## src/rtl/m_mem_arbiter_if.sv

```systemverilog
// Bundle of the IF port, MA port and unified-memory signals shared by m_mem_arbiter.
// slave = arbiter view, master = core/memory environment view.
interface m_mem_arbiter_if #(
    parameter int ADDR_W = 32,
    parameter int DATA_W = 32
);
    logic              w_if_req;
    logic [ADDR_W-1:0] w_if_addr;
    logic              w_if_gnt;
    logic              w_if_rvalid;
    logic [DATA_W-1:0] w_if_rdata;
    logic              w_if_stall;

    logic              w_ma_req;
    logic              w_ma_we;
    logic [ADDR_W-1:0] w_ma_addr;
    logic [DATA_W-1:0] w_ma_wd;
    logic              w_ma_gnt;
    logic              w_ma_rvalid;
    logic [DATA_W-1:0] w_ma_rdata;

    logic              w_mem_en;
    logic              w_mem_we;
    logic [ADDR_W-1:0] w_mem_addr;
    logic [DATA_W-1:0] w_mem_wd;
    logic [DATA_W-1:0] w_mem_rd;

    modport slave (
        input  w_if_req, w_if_addr,
        output w_if_gnt, w_if_rvalid, w_if_rdata, w_if_stall,
        input  w_ma_req, w_ma_we, w_ma_addr, w_ma_wd,
        output w_ma_gnt, w_ma_rvalid, w_ma_rdata,
        output w_mem_en, w_mem_we, w_mem_addr, w_mem_wd,
        input  w_mem_rd
    );

    modport master (
        output w_if_req, w_if_addr,
        input  w_if_gnt, w_if_rvalid, w_if_rdata, w_if_stall,
        output w_ma_req, w_ma_we, w_ma_addr, w_ma_wd,
        input  w_ma_gnt, w_ma_rvalid, w_ma_rdata,
        input  w_mem_en, w_mem_we, w_mem_addr, w_mem_wd,
        output w_mem_rd
    );
endinterface

```

## src/rtl/m_mem_arbiter.sv

```systemverilog
// Single-port memory arbiter between IF and MA: MA has priority, bounded by MA_RUN_MAX.
// Optional macro ARB_STATS_EN adds IF-stall and conflict cycle counters.
module m_mem_arbiter #(
    parameter int ADDR_W     = 32,
    parameter int DATA_W     = 32,
    parameter int MA_RUN_MAX = 4
) (
    input  logic                 w_clock,
    input  logic                 w_reset,
    m_mem_arbiter_if.slave       bus,
    output logic [31:0]          w_cnt_if_stall,
    output logic [31:0]          w_cnt_conflict
);
    localparam int RUN_W = (MA_RUN_MAX < 1) ? 1 : $clog2(MA_RUN_MAX + 1);
    localparam logic [RUN_W-1:0] RUN_MAX = RUN_W'(MA_RUN_MAX);

    logic [RUN_W-1:0] ma_run_r;
    logic             rsp_if_r;
    logic             rsp_ma_r;
    logic             if_gnt_s;
    logic             ma_gnt_s;
    logic             if_rvalid_s;
    logic             ma_rvalid_s;

    // Grant selection; ma_run_r never exceeds RUN_MAX, so "!=" is the "<" bound
    always_comb begin
        if_gnt_s = 1'b0;
        ma_gnt_s = 1'b0;
        case ({w_reset, bus.w_if_req, bus.w_ma_req})
            3'b001: ma_gnt_s = 1'b1;
            3'b010: if_gnt_s = 1'b1;
            3'b011: begin
                if (ma_run_r != RUN_MAX) begin
                    ma_gnt_s = 1'b1;
                end else begin
                    if_gnt_s = 1'b1;
                end
            end
            default: begin
                if_gnt_s = 1'b0;
                ma_gnt_s = 1'b0;
            end
        endcase
    end

    // Memory request mux from the granted port
    always_comb begin
        bus.w_mem_en   = if_gnt_s | ma_gnt_s;
        bus.w_mem_we   = ma_gnt_s & bus.w_ma_we;
        bus.w_mem_addr = {ADDR_W{1'b0}};
        bus.w_mem_wd   = {DATA_W{1'b0}};
        if (ma_gnt_s) begin
            bus.w_mem_addr = bus.w_ma_addr;
            bus.w_mem_wd   = bus.w_ma_wd;
        end else if (if_gnt_s) begin
            bus.w_mem_addr = bus.w_if_addr;
        end else begin
            bus.w_mem_addr = {ADDR_W{1'b0}};
        end
    end

    // Consecutive MA wins while IF waits; any cycle IF is not starved restarts the run
    always_ff @(posedge w_clock) begin
        if (w_reset) begin
            ma_run_r <= {RUN_W{1'b0}};
        end else if (ma_gnt_s && bus.w_if_req) begin
            if (ma_run_r != RUN_MAX) begin
                ma_run_r <= ma_run_r + RUN_W'(1);
            end else begin
                ma_run_r <= ma_run_r;
            end
        end else begin
            ma_run_r <= {RUN_W{1'b0}};
        end
    end

    // Remember who owns next cycle's read data; stores return nothing
    always_ff @(posedge w_clock) begin
        if (w_reset) begin
            rsp_if_r <= 1'b0;
            rsp_ma_r <= 1'b0;
        end else begin
            rsp_if_r <= if_gnt_s;
            rsp_ma_r <= ma_gnt_s & ~bus.w_ma_we;
        end
    end

    // A response still in flight when reset arrives is suppressed
    assign if_rvalid_s     = rsp_if_r & ~w_reset;
    assign ma_rvalid_s     = rsp_ma_r & ~w_reset;

    assign bus.w_if_gnt    = if_gnt_s;
    assign bus.w_ma_gnt    = ma_gnt_s;
    assign bus.w_if_stall  = bus.w_if_req & ~if_gnt_s;
    assign bus.w_if_rvalid = if_rvalid_s;
    assign bus.w_ma_rvalid = ma_rvalid_s;
    assign bus.w_if_rdata  = if_rvalid_s ? bus.w_mem_rd : {DATA_W{1'b0}};
    assign bus.w_ma_rdata  = ma_rvalid_s ? bus.w_mem_rd : {DATA_W{1'b0}};

`ifdef ARB_STATS_EN
    logic [31:0] cnt_if_stall_r;
    logic [31:0] cnt_conflict_r;

    // Free-running statistics, wrapping at 2^32
    always_ff @(posedge w_clock) begin
        if (w_reset) begin
            cnt_if_stall_r <= 32'h0;
            cnt_conflict_r <= 32'h0;
        end else begin
            cnt_if_stall_r <= cnt_if_stall_r + {31'h0, bus.w_if_req & ~if_gnt_s};
            cnt_conflict_r <= cnt_conflict_r + {31'h0, bus.w_if_req & bus.w_ma_req};
        end
    end

    assign w_cnt_if_stall = cnt_if_stall_r;
    assign w_cnt_conflict = cnt_conflict_r;
`else
    assign w_cnt_if_stall = 32'h0;
    assign w_cnt_conflict = 32'h0;
`endif
endmodule

```

## src/flat_wrapper.sv

```systemverilog
// flat-port wrapper written by rule: the top's interface ports become plain ports
module m_mem_arbiter_flat 
#(
    parameter int ADDR_W     = 32,
    parameter int DATA_W     = 32,
    parameter int MA_RUN_MAX = 4
)
  (w_clock, w_reset, w_cnt_if_stall, w_cnt_conflict, bus_w_if_req, bus_w_if_addr, bus_w_if_gnt, bus_w_if_rvalid, bus_w_if_rdata, bus_w_if_stall, bus_w_ma_req, bus_w_ma_we, bus_w_ma_addr, bus_w_ma_wd, bus_w_ma_gnt, bus_w_ma_rvalid, bus_w_ma_rdata, bus_w_mem_en, bus_w_mem_we, bus_w_mem_addr, bus_w_mem_wd, bus_w_mem_rd);
  m_mem_arbiter_if #(.ADDR_W(ADDR_W), .DATA_W(DATA_W)) bus_i ();
  input  logic w_clock;
  input  logic w_reset;
  output logic [31:0] w_cnt_if_stall;
  output logic [31:0] w_cnt_conflict;
  input wire logic [$bits(bus_i.w_if_req)-1:0] bus_w_if_req;
  input wire logic [$bits(bus_i.w_if_addr)-1:0] bus_w_if_addr;
  output wire logic [$bits(bus_i.w_if_gnt)-1:0] bus_w_if_gnt;
  output wire logic [$bits(bus_i.w_if_rvalid)-1:0] bus_w_if_rvalid;
  output wire logic [$bits(bus_i.w_if_rdata)-1:0] bus_w_if_rdata;
  output wire logic [$bits(bus_i.w_if_stall)-1:0] bus_w_if_stall;
  input wire logic [$bits(bus_i.w_ma_req)-1:0] bus_w_ma_req;
  input wire logic [$bits(bus_i.w_ma_we)-1:0] bus_w_ma_we;
  input wire logic [$bits(bus_i.w_ma_addr)-1:0] bus_w_ma_addr;
  input wire logic [$bits(bus_i.w_ma_wd)-1:0] bus_w_ma_wd;
  output wire logic [$bits(bus_i.w_ma_gnt)-1:0] bus_w_ma_gnt;
  output wire logic [$bits(bus_i.w_ma_rvalid)-1:0] bus_w_ma_rvalid;
  output wire logic [$bits(bus_i.w_ma_rdata)-1:0] bus_w_ma_rdata;
  output wire logic [$bits(bus_i.w_mem_en)-1:0] bus_w_mem_en;
  output wire logic [$bits(bus_i.w_mem_we)-1:0] bus_w_mem_we;
  output wire logic [$bits(bus_i.w_mem_addr)-1:0] bus_w_mem_addr;
  output wire logic [$bits(bus_i.w_mem_wd)-1:0] bus_w_mem_wd;
  input wire logic [$bits(bus_i.w_mem_rd)-1:0] bus_w_mem_rd;
  assign bus_i.w_if_req = bus_w_if_req;
  assign bus_i.w_if_addr = bus_w_if_addr;
  assign bus_w_if_gnt = bus_i.w_if_gnt;
  assign bus_w_if_rvalid = bus_i.w_if_rvalid;
  assign bus_w_if_rdata = bus_i.w_if_rdata;
  assign bus_w_if_stall = bus_i.w_if_stall;
  assign bus_i.w_ma_req = bus_w_ma_req;
  assign bus_i.w_ma_we = bus_w_ma_we;
  assign bus_i.w_ma_addr = bus_w_ma_addr;
  assign bus_i.w_ma_wd = bus_w_ma_wd;
  assign bus_w_ma_gnt = bus_i.w_ma_gnt;
  assign bus_w_ma_rvalid = bus_i.w_ma_rvalid;
  assign bus_w_ma_rdata = bus_i.w_ma_rdata;
  assign bus_w_mem_en = bus_i.w_mem_en;
  assign bus_w_mem_we = bus_i.w_mem_we;
  assign bus_w_mem_addr = bus_i.w_mem_addr;
  assign bus_w_mem_wd = bus_i.w_mem_wd;
  assign bus_i.w_mem_rd = bus_w_mem_rd;
  m_mem_arbiter #(.ADDR_W(ADDR_W), .DATA_W(DATA_W), .MA_RUN_MAX(MA_RUN_MAX)) u_core (.w_clock(w_clock), .w_reset(w_reset), .bus(bus_i), .w_cnt_if_stall(w_cnt_if_stall), .w_cnt_conflict(w_cnt_conflict));
endmodule
```

## config.mk

```make
export PLATFORM = sky130hd
export DESIGN_NAME = m_mem_arbiter_flat
export DESIGN_NICKNAME = d
export VERILOG_FILES = /design/src/rtl/m_mem_arbiter_if.sv /design/src/rtl/m_mem_arbiter.sv /design/src/flat_wrapper.sv
export SDC_FILE = /design/constraint.sdc
export NUM_CORES = 1
export LEC_CHECK = 0
export BUFFER_PORTS_ARGS = -buffer_cell sky130_fd_sc_hd__buf_2
export CAP_MARGIN = 30
export CORE_AREA = 2 2 127 129
export CTS_BUF_LIST = sky130_fd_sc_hd__clkbuf_16
export DETAILED_ROUTE_END_ITERATION = 8
export DIE_AREA = 0 0 129 131
export GPL_TIMING_DRIVEN = 0
export PLACE_DENSITY = 0.54
export SYNTH_ARGS = -nofsm -noshare
export SYNTH_HDL_FRONTEND = slang
export SYNTH_SLANG_ARGS = --single-unit
```

## constraint.sdc

```tcl
create_clock -name w_clock -period 1.99 [get_ports w_clock]
set_input_delay 0.398 -clock w_clock [delete_from_list [all_inputs] [get_ports w_clock]]
set_output_delay 0.398 -clock w_clock [all_outputs]
set_load 0.01 [all_outputs]
```

# After elaboration in Yosys (flattened, before gate mapping)
# Index checks and enable logic that the tools add are counted.
# totals
n_memories	0
latchBits	0
ramBits	0
mem_bits_ro	0
input_bits	133
elab_cells	29
out_inout_bits	199
register_bits	5
# op_classes
multipliers	0
bitwise_logic	10
n_lt_le_gt_ge	0
n_mux	9
shift	0
reduce_logical	2
div_mod_pow	0
eq_ne	4
addsub	1
# ops
operator	count
$mux 32	5
$eq 3x2->1 const B	2
$and 1x1->1	5
$not 1->1	4
$pmux 1 s2	2
$add 3x1->3 const B	1
$eq 3x1->1 const B	1
$ne 3x3->1 const B	1
$mux 1	2
$reduce_or 2->1	1
$logic_and 1x1->1	1
$or 1x1->1	1

# Longest topological paths before layout
# Gate-level depths: netlist (run 1).
# depth
ltp_word	6
depth_mapped	6
depth_no_buf	5

# Least setup slack after synthesis (run 1)
# OpenSTA, ideal clock, no wires.
# synth_timing
kind	flip-flop to output port
from	register u_core.ma_run_r[0]
to	output port bus_w_mem_addr[10]
path_stages_with_launch	7
path_buffers	2
slack_ns	0.190
t_arrival_ns	1.402
cell_sequence	dfxtp_1 inv_1 ha_1 a311oi_4 buf_6 buf_4 a22o_1
# synth_between
elab_chain_cells	5
elab_cells_between_ends	7
# synth_rtl
element	line_no	source
start, declared	m_mem_arbiter.sv:17	logic [RUN_W-1:0] ma_run_r;
start signal, assigned	m_mem_arbiter.sv:65	ma_run_r <= {RUN_W{1'b0}};
start signal, assigned	m_mem_arbiter.sv:68	ma_run_r <= ma_run_r + RUN_W'(1);
start signal, assigned	m_mem_arbiter.sv:70	ma_run_r <= ma_run_r;
$ne 3x3->1 *	m_mem_arbiter.sv:33	if (ma_run_r != RUN_MAX) begin
$mux 1	m_mem_arbiter.sv:33	
$pmux 1 s2	m_mem_arbiter.sv:29	case ({w_reset, bus.w_if_req, bus.w_ma_req})
$mux 32	m_mem_arbiter.sv:55	end else if (if_gnt_s) begin
$mux 32 *	m_mem_arbiter.sv:52	if (ma_gnt_s) begin
end, declared	flat_wrapper.sv:29	output wire logic [$bits(bus_i.w_mem_addr)-1:0] bus_w_mem_addr;
# Every way passes the cells marked *; elsewhere a longest branch is shown, timed or not.

# Worst setup path after layout (run 1)
# layout_timing
from	register u_core.ma_run_r[0]
to	output port bus_w_mem_addr[11]
# Same word-level chain as after synthesis.

==> results.cfg, run 1 <==
[status]
status = finished with violations
violations = setup timing

[die]
start_util_pct = 11.17
die_w_um = 129
io_pins = 332
die-height_um = 131
num_rows = 46
dieArea_um2 = 16900
core_um2 = 15600

[clock_network]
cts.hold.buffers_added = 0
cts_tree = built
numClockSinks = 5
htree_levels = 1
insertion_delay_ns = 0.23
cts_root_buf = clkbuf_16
clkTransAtPathRegs_ns = 0.03
clockBufferDepth = 2
cts_buffers = 3

[synth]
ys_ff_latch = 5
yosys_warnings = 0
yosysSeqAreaShare_pct = 5.747
syn_area_um2 = 1742
syn_avg_cell_area_um2 = 7.349
synth_cell_type_count = 21
synthCells = 237

[pwr]
pwr-share-clk_pct = 31.0
power.density_nw_per_um2 = 269.6
p_int_mw = 0.7030
net-switching-power_mw = 0.3495
ir_drop_mv = 0.1682
p_leak_nw = 2.506
combPwrFrac_pct = 59.0
swShare_pct = 33.21
p_seq_share_pct = 10.0

[setup_path]
required_ns = 1.59
critPathMaxFanout = 7
start_kind = flip-flop
rr_worst_depth = 7
crit_type = flip-flop to output port
rrSetupSlack_ns = 0.33
rr_startpoint = u_core.ma_run_r[0]
endpoint = bus_w_mem_addr[11]
r2r-end = u_core.rsp_ma_r
startpoint = u_core.ma_run_r[0]
timing.critical_path.arrival_ns = 1.76
worstSetupEndpointType = output port

[timing]
rsz0062_at_grt = yes
slew_viol_final = 0
fin_setup_tns_ns = -6.273
fmax_mhz = 462.6
hold_violations = 0
clock-skew-final_ns = 0.0004165
finalCritPeriodShare_pct = 108.6
fin_ws_ns = -0.1718
setup_viol = 68
period_needed_ns = 2.162

[global_routing]
antenna_found_initial = 0
grt_pass1_wl_um = 11470
grt_pass1_vias = 2190
grt.total_usage_pct = 8.719
grt_max_degree = 11
grt.overflow.total = 0

[place]
dp_hpwl_um = 7631
gp_congestion = 0.8038
dp.cells = 783
port_buffers = 267
place_area_um2 = 3585

[drt]
first_pass_iters = 4
initialDrtViolationCount = 34
routed_wl_um = 8710
wl_per_cell_um = 10.93
vias = 2583
route.detailed.drc = 0
drtAntennaViolNets = 0
top_layer = met4
via_per_inst = 3.241
wl_met3_um = 731
met2WireLength_um = 4763
met1_length_um = 3165

[layout]
final_cell_mix = 266 x buf_2, 97 x and2_1, 68 x buf_4
final_cell_area_um2 = 3904
area_growth_pct = 124.1
mostFrequentLayoutCell = buf_2
diodes = 0
fin_nets = 717
stdcell_count = 797
drive_above_1_share_pct = 63.68

[flow_run]
cap_violations = 0

[hold_path]
min_path_type = input port to flip-flop
==> worst max-delay path, stage by stage (launching register included) <==
cell,delay [ns]
dfxtp_2,0.33
inv_2,0.05
ha_4,0.17
a311oi_4,0.35
buf_6,0.23
buf_8,0.13
a22o_1,0.14
buf_2,0.14
==> repair_timing <==
item	in CTS	in global routing
gates resized for setup	18	22
cloned	2	2
endpoints found under the hold margin	0	0
setup endpoints to repair	128	127
pin swaps	6	8
setup buffers	2	4
==> cells in the mapped netlist <==
master	n	area, um2
a21boi_0	1	7.510
a21boi_2	1	11.26
a22o_1	32	280.3
a311oi_4	1	26.28
and2_1	97	606.8
and4_1	1	8.760
buf_2	1	5.000
buf_4	66	495.5
buf_6	5	56.30
clkbuf_1	8	30.03
conb_1	1	3.750
dfxtp_1	5	100.1
ha_1	2	25.02
inv_1	2	7.510
inv_2	1	3.750
mux2i_1	1	10.01
nand2_1	2	7.510
nor2_1	4	15.01
nor2b_1	4	25.02
nor2b_2	1	8.760
nor3b_1	1	7.510
==> cell type report <==
cell class              count  area, um2
fillers                  1755      11690
clock buffers               3      75.07
multi-input cells         212       1313
well taps                 216      270.3
inverters                   3      11.26
plain buffers              80      616.8
repair buffers            277       1511
flip-flops and latches      5      102.6
clock inverters             1      3.754
==> how the worst min path moves through the flow <==
stage                  startpoint                  to  depth (start not counted)
5_1_grt               bus_w_ma_we     u_core.rsp_ma_r                          2
3_5_place_dp   u_core.ma_run_r[0]  u_core.ma_run_r[0]                          1
6_report              bus_w_ma_we     u_core.rsp_ma_r                          2
3_3_place_gp   u_core.ma_run_r[0]  u_core.ma_run_r[0]                          1
2_1_floorplan  u_core.ma_run_r[0]  u_core.ma_run_r[0]                          1
4_1_cts               bus_w_ma_we     u_core.rsp_ma_r                          2
==> layer usage <==
metal / GRT usage (%) / vias to the layer above
li1: - / 1331
met1: 9.778 / 1080
met2: 17.18 / 168
met3: 1.669 / 4
met4: 1.535 / 0
met5: 0 / -
==> power by group through the flow <==
stage	logic, mW	clock network, mW	registers (mW)
global placement	0.569	0	0.106
floorplan	0.318	0	0.106
finish	0.621	0.327	0.105
global route	0.680	0.335	0.105
detailed placement	0.571	0	0.106
CTS	0.596	0.328	0.105
==> through the flow <==
stage / setup WS [ns] / total power [mW] / hold WS (ns) / util, %
floorplan: 0.1897 / 0.4241 / 0.4247 / -
global placement: -0.3520 / 0.6747 / 0.4492 / 22.98
detailed placement: -0.3290 / 0.6770 / 0.4566 / 22.98
CTS: -0.2233 / 1.029 / 0.4104 / 24.17
global route: -0.2602 / 1.120 / 0.4081 / 25.03
finish: -0.1718 / 1.053 / 0.3804 / 25.03
==> logic make-up after synthesis <==
logic type / after synthesis / share of synthesized area, %
and+or+nand+nor: 110 / 39.01
buffers and inverters: 83 / 34.34
AOI/OAI and AO/OA: 35 / 18.68
DFF: 5 / 5.747
adders and majority gates: 2 / 1.437
muxes: 1 / 0.5747
other: 1 / 0.2153
==> registers in the layout, indices dropped and copies added (netlist names) <==
| name | flops |
|---|---|
| u_core.ma_run_r | 3 |
| u_core.rsp_if_r | 1 |
| u_core.rsp_ma_r | 1 |
Power figures use the tool's default switching activity.
==> run 2, diff against run 1 <==
CTS_BUF_LIST = not set   (was sky130_fd_sc_hd__clkbuf_16)
==> run 2 against run 1 <==
Largest cell class unchanged. Clock power is 2% higher. Critical path depth stayed put. Design area stayed put. Register-to-register slack hardly changed. The flow still finishes with violations (setup timing). Global-route usage stayed put. Highest routed layer unchanged.
==> results.cfg, run 2 (synthesis results as in run 1) <==
[status]
status = finished with violations
violations = setup timing

[drt]
route.detailed.drc = 0
wl_per_cell_um = 10.93
via_per_inst = 3.241
initialDrtViolationCount = 34
first_pass_iters = 4
vias = 2583
routed_wl_um = 8711
drtAntennaViolNets = 0

[setup_path]
rr_startpoint = u_core.ma_run_r[0]
worstSetupEndpointType = output port
crit_type = flip-flop to output port
cp.buffers_inverters = 4
cpMaxStageDelayCell = a311oi_4
path_cells = inv_2, ha_4, a311oi_4, buf_6, buf_8, a22o_1, buf_2
rr_worst_depth = 7
rrSetupSlack_ns = 0.33
critPathTopFamily = buffers and inverters
required_ns = 1.59
crit_path_max_incr_delay_ns = 0.35
endpoint = bus_w_mem_addr[11]
r2r-end = u_core.rsp_ma_r
cp.depth = 7
start_kind = flip-flop
startpoint = u_core.ma_run_r[0]
timing.critical_path.arrival_ns = 1.76
critPathMaxFanout = 7

[die]
dieArea_um2 = 16900
core_um2 = 15600
die-height_um = 131
num_rows = 46
start_util_pct = 11.17
io_pins = 332
die_w_um = 129

[layout]
drive_above_1_share_pct = 63.68
area_growth_pct = 124.1
mostFrequentLayoutCell = buf_2
final_core_util_pct = 25.03
stdcell_count = 797
reg.largest.list = u_core.ma_run_r x3, u_core.rsp_if_r x1, u_core.rsp_ma_r x1
final_cell_mix = 266 x buf_2, 97 x and2_1, 68 x buf_4
regMostFlops = u_core.ma_run_r
largest_reg_flops = 3
fillers = 1755
fin_nets = 717
multi_input_area_um2 = 1313
regArea_um2 = 102.6
diodes = 0
final_cell_area_um2 = 3904

[clock_network]
clockBufferDepth = 2
cts_root_buf = clkbuf_16
cts_buffers = 3
numClockSinks = 5
cts.hold.buffers_added = 0
htree_levels = 1
cts_tree = built
insertion_delay_ns = 0.23
clkTransAtPathRegs_ns = 0.03

[global_routing]
grt_max_degree = 11
grt_pass1_wl_um = 11470
grt.overflow.total = 0
grt.total_usage_pct = 8.719
antenna_found_initial = 0
grt_pass1_vias = 2190

[pwr]
power.density_nw_per_um2 = 271.0
ir_drop_mv = 0.1681
p_leak_nw = 2.501
total_power_mw = 1.058

[place]
dp.cells = 783
place_area_um2 = 3585
gp_congestion = 0.8038
dp_slack_ns = -0.3290
port_buffers = 267
dp_hpwl_um = 7631

[timing]
clock-skew-final_ns = 0.0005072
slew_viol_final = 0
fmax_mhz = 462.5
fin_setup_tns_ns = -6.290
setup_viol = 68
hold_violations = 0
period_needed_ns = 2.162
rsz0062_at_grt = yes
finalCritPeriodShare_pct = 108.6
hold-worst-slack_ns = 0.3804
fin_ws_ns = -0.1721

[hold_path]
min_path_type = input port to flip-flop

[flow_run]
cap_violations = 0
==> run 2: worst min-delay path by stage <==
stage                       start            endpoint  depth (start not counted)
5_1_grt               bus_w_ma_we     u_core.rsp_ma_r                          2
4_1_cts               bus_w_ma_we     u_core.rsp_ma_r                          2
3_5_place_dp   u_core.ma_run_r[0]  u_core.ma_run_r[0]                          1
3_3_place_gp   u_core.ma_run_r[0]  u_core.ma_run_r[0]                          1
6_report              bus_w_ma_we     u_core.rsp_ma_r                          2
2_1_floorplan  u_core.ma_run_r[0]  u_core.ma_run_r[0]                          1
==> run 2: worst reg2reg max path, delay by kind of cell (launching register included) <==
family	cells	cell delay, ns
buffers and inverters	4	0.53
AO/OA/AOI/OAI	1	0.35
flip-flops	1	0.33
AND/OR/NAND/NOR	1	0.20
adder cells (fa/ha/maj)	1	0.17
==> run 2: final cells by class <==
class                      instances  area share (%)
tap                              216           6.923
sequential                         5           2.628
multi-input combinational        212           33.62
buffer                            80           15.80
timing repair buffer             277           38.72
inverter                           3          0.2885
clock buffer                       4           2.019
==> run 2: where the power goes <==
part           switching [mW]  internal (mW)
Combinational           0.282          0.339
Clock                  0.0665          0.266
Sequential            0.00112          0.104
==> run 2: what timing repair did <==
item | in CTS | in global routing
cloned | 2 | 2
pin swaps | 6 | 8
buffers inserted | 2 | 4
gates resized for setup | 18 | 22
setup endpoints to repair | 128 | 127
==> run 2: routing by layer <==
layer	GRT usage, %	part of all wire [%]
met2	17.18	55
met3	1.669	8.4
met5	0	0
met4	1.535	0.57
met1	9.778	36
==> run 3, diff against run 2 <==
ABC_AREA = 1   (was not set)
CORE_AREA = 2 2 129 131   (was 2 2 127 129)
DIE_AREA = 0 0 131 133   (was 0 0 129 131)
PLACE_DENSITY = 0.55   (was 0.54)
==> run 3 against run 2 <==
The flow now finishes without violations. Clock skew up 0.0023 ns. Flip-flop and latch count unchanged. Hold slack worse by 0.028 ns. Sequential power about the same. Worst setup slack better by 0.27 ns. Wire length up 1.2%. Total power up 0.95%. First-iteration DRC count rose to 3.4 times the previous value. Non-clock buffer count down 3. Combinational power up 0.8%. Register-to-register slack better by 0.63 ns. Area after synthesis up 15%. Highest routed layer unchanged.
==> results.cfg, run 3 <==
[synth]
synth_top_area_share_pct = 23.91
synthFlopType = dfxtp_1
yosys_warnings = 0
ys_ff_latch = 5
synth_commonest_cells = 90 x nor2_1, 72 x inv_1, 66 x nand3_1
yosys-top-cells-area = buf_4 24%, nor2_1 17%, nand3_1 16%
syn_area_um2 = 2009
synth_edf_count = 0
yosysTopAreaCell = buf_4
synth_cell_type_count = 18
yosysSeqAreaShare_pct = 4.981
synthCells = 384
asyncSetResetFlopFracSynth_pct = 0
post-synth-top-count-cell = nor2_1
syn_avg_cell_area_um2 = 5.233

[layout]
mostFrequentLayoutCell = buf_2
fin_nets = 856
final_cell_mix = 273 x buf_2, 90 x nor2_1, 72 x inv_1
regMostFlops = u_core.ma_run_r
diodes = 0
drive_above_1_share_pct = 53.06
reg.largest.list = u_core.ma_run_r x3, u_core.rsp_if_r x1, u_core.rsp_ma_r x1
largest_reg_flops = 3
stdcell_count = 940
area_growth_pct = 99.81

[pwr]
swShare_pct = 37.04
p_leak_nw = 2.918
pwr-share-clk_pct = 31.5
combPwrFrac_pct = 58.7
power.density_nw_per_um2 = 266.0
p_int_mw = 0.6723
ir_drop_mv = 0.1400
p_seq_share_pct = 9.8
total_power_mw = 1.068
net-switching-power_mw = 0.3956

[place]
gp_congestion = 0.7695
dp_slack_ns = 0.09438
dp_hpwl_um = 7927
port_buffers = 267
dp.cells = 934

[die]
die-height_um = 133
start_util_pct = 12.43
dieArea_um2 = 17420
num_rows = 47
die_w_um = 131
io_pins = 332
core_um2 = 16170

[clock_network]
cts_tree = built
htree_levels = 1
clockBufferDepth = 2
insertion_delay_ns = 0.23
cts_buffers = 3
cts_root_buf = clkbuf_16
cts.hold.buffers_added = 0
numClockSinks = 5
clkTransAtPathRegs_ns = 0.04

[hold_path]
min_path_type = input port to flip-flop
holdPathStages = 2

[drt]
route.detailed.drc = 0
via_per_inst = 3.368
routed_wl_um = 8814
wl_per_cell_um = 9.377
vias = 3166
first_pass_iters = 5
drtAntennaViolNets = 0
initialDrtViolationCount = 117

[timing]
period_needed_ns = 1.888
rsz0062_at_grt = no
clock-skew-final_ns = 0.002779
slew_viol_final = 0
fin_ws_ns = 0.1016
fin_setup_tns_ns = 0
fmax_mhz = 529.6
hold_violations = 0
finalCritPeriodShare_pct = 94.89
setup_viol = 0

[setup_path]
timing.critical_path.arrival_ns = 1.49
worstSetupEndpointType = output port
start_kind = flip-flop
required_ns = 1.59
crit_type = flip-flop to output port
critPathMaxFanout = 10
rr_worst_depth = 5

[global_routing]
antenna_found_initial = 0
grt_pass1_vias = 2658
grt.total_usage_pct = 8.763
grt_max_degree = 11
grt_pass1_wl_um = 12360
grt.overflow.total = 0

[flow_run]
cap_violations = 0

[status]
status = complete, no violations
run 3: cell count changes after synthesis, sizes merged, moves of 5 or more:
cell	delta
nor2	+101
and2	-97
inv	+71
nand3	+66
nand2	+40
a22o	-32
buf	+13
clkbuf	-8
nor2b	-5
run 3: metal layers:
layer	wire length, um	global-route usage [%]
met4	8	0.8274
met5	0	0
met1	3227	9.404
met3	776	1.739
met2	4800	17.73
run 3: final timing paths:
check / from / endpoint / slack [ns]
hold reg to reg: u_core.ma_run_r[0] / u_core.ma_run_r[0] / 0.44
setup reg to reg: u_core.ma_run_r[0] / u_core.rsp_ma_r / 0.96
setup / recovery: u_core.ma_run_r[0] / bus_w_mem_addr[9] / 0.10
hold / removal: bus_w_ma_we / u_core.rsp_ma_r / 0.35
run 3: cell families after synthesis:
family | share of synthesized area (%)
simple gates | 46.64
other cells | 0.1866
buf+inv | 45.77
fa+ha+maj | 1.245
compound gates | 0.7470
xor+xnor | 0.4359
flops | 4.982
run 3: power by group through the flow:
stage | registers (mW) | clock network, mW | logic (mW)
final | 0.105 | 0.337 | 0.626
after global routing | 0.105 | 0.355 | 0.697
after detailed placement | 0.106 | 0 | 0.616
after global placement | 0.106 | 0 | 0.614
after floorplan | 0.106 | 0 | 0.362
after CTS | 0.105 | 0.352 | 0.620
run 3: worst max-delay path, stage by stage, from the launching register on:
cell,delay [ns]
dfxtp_1,0.31
inv_1,0.10
ha_4,0.17
nand2_2,0.10
nand2_4,0.13
buf_6,0.14
nand3_1,0.07
nand2_1,0.11
buf_2,0.14
run 3: layout make-up:
| class | instances | area, um2 |
|---|---|---|
| inverter | 74 | 277.8 |
| clock buffer | 4 | 78.83 |
| tap | 220 | 275.3 |
| sequential | 5 | 100.1 |
| timing repair buffer | 269 | 1351 |
| fill | 1851 | 12160 |
| buffer | 85 | 668.1 |
| multi-input combinational | 283 | 1264 |
run 3: metrics by stage:
step	util (%)	cell area (um2)	hold WS, ns
3_3_place_gp	23.85	3857	0.4331
4_1_cts	24.43	3951	0.3457
6_report	24.83	4015	0.3521
5_1_grt	24.83	4015	0.3686
3_5_place_dp	23.85	3857	0.4418
2_1_floorplan	-	2246	0.4173
run 3: repair_timing:
item	in CTS	in global routing
gates resized for setup	5	14
pin swaps	0	2
buffers inserted	0	2
setup endpoints to repair	60	60
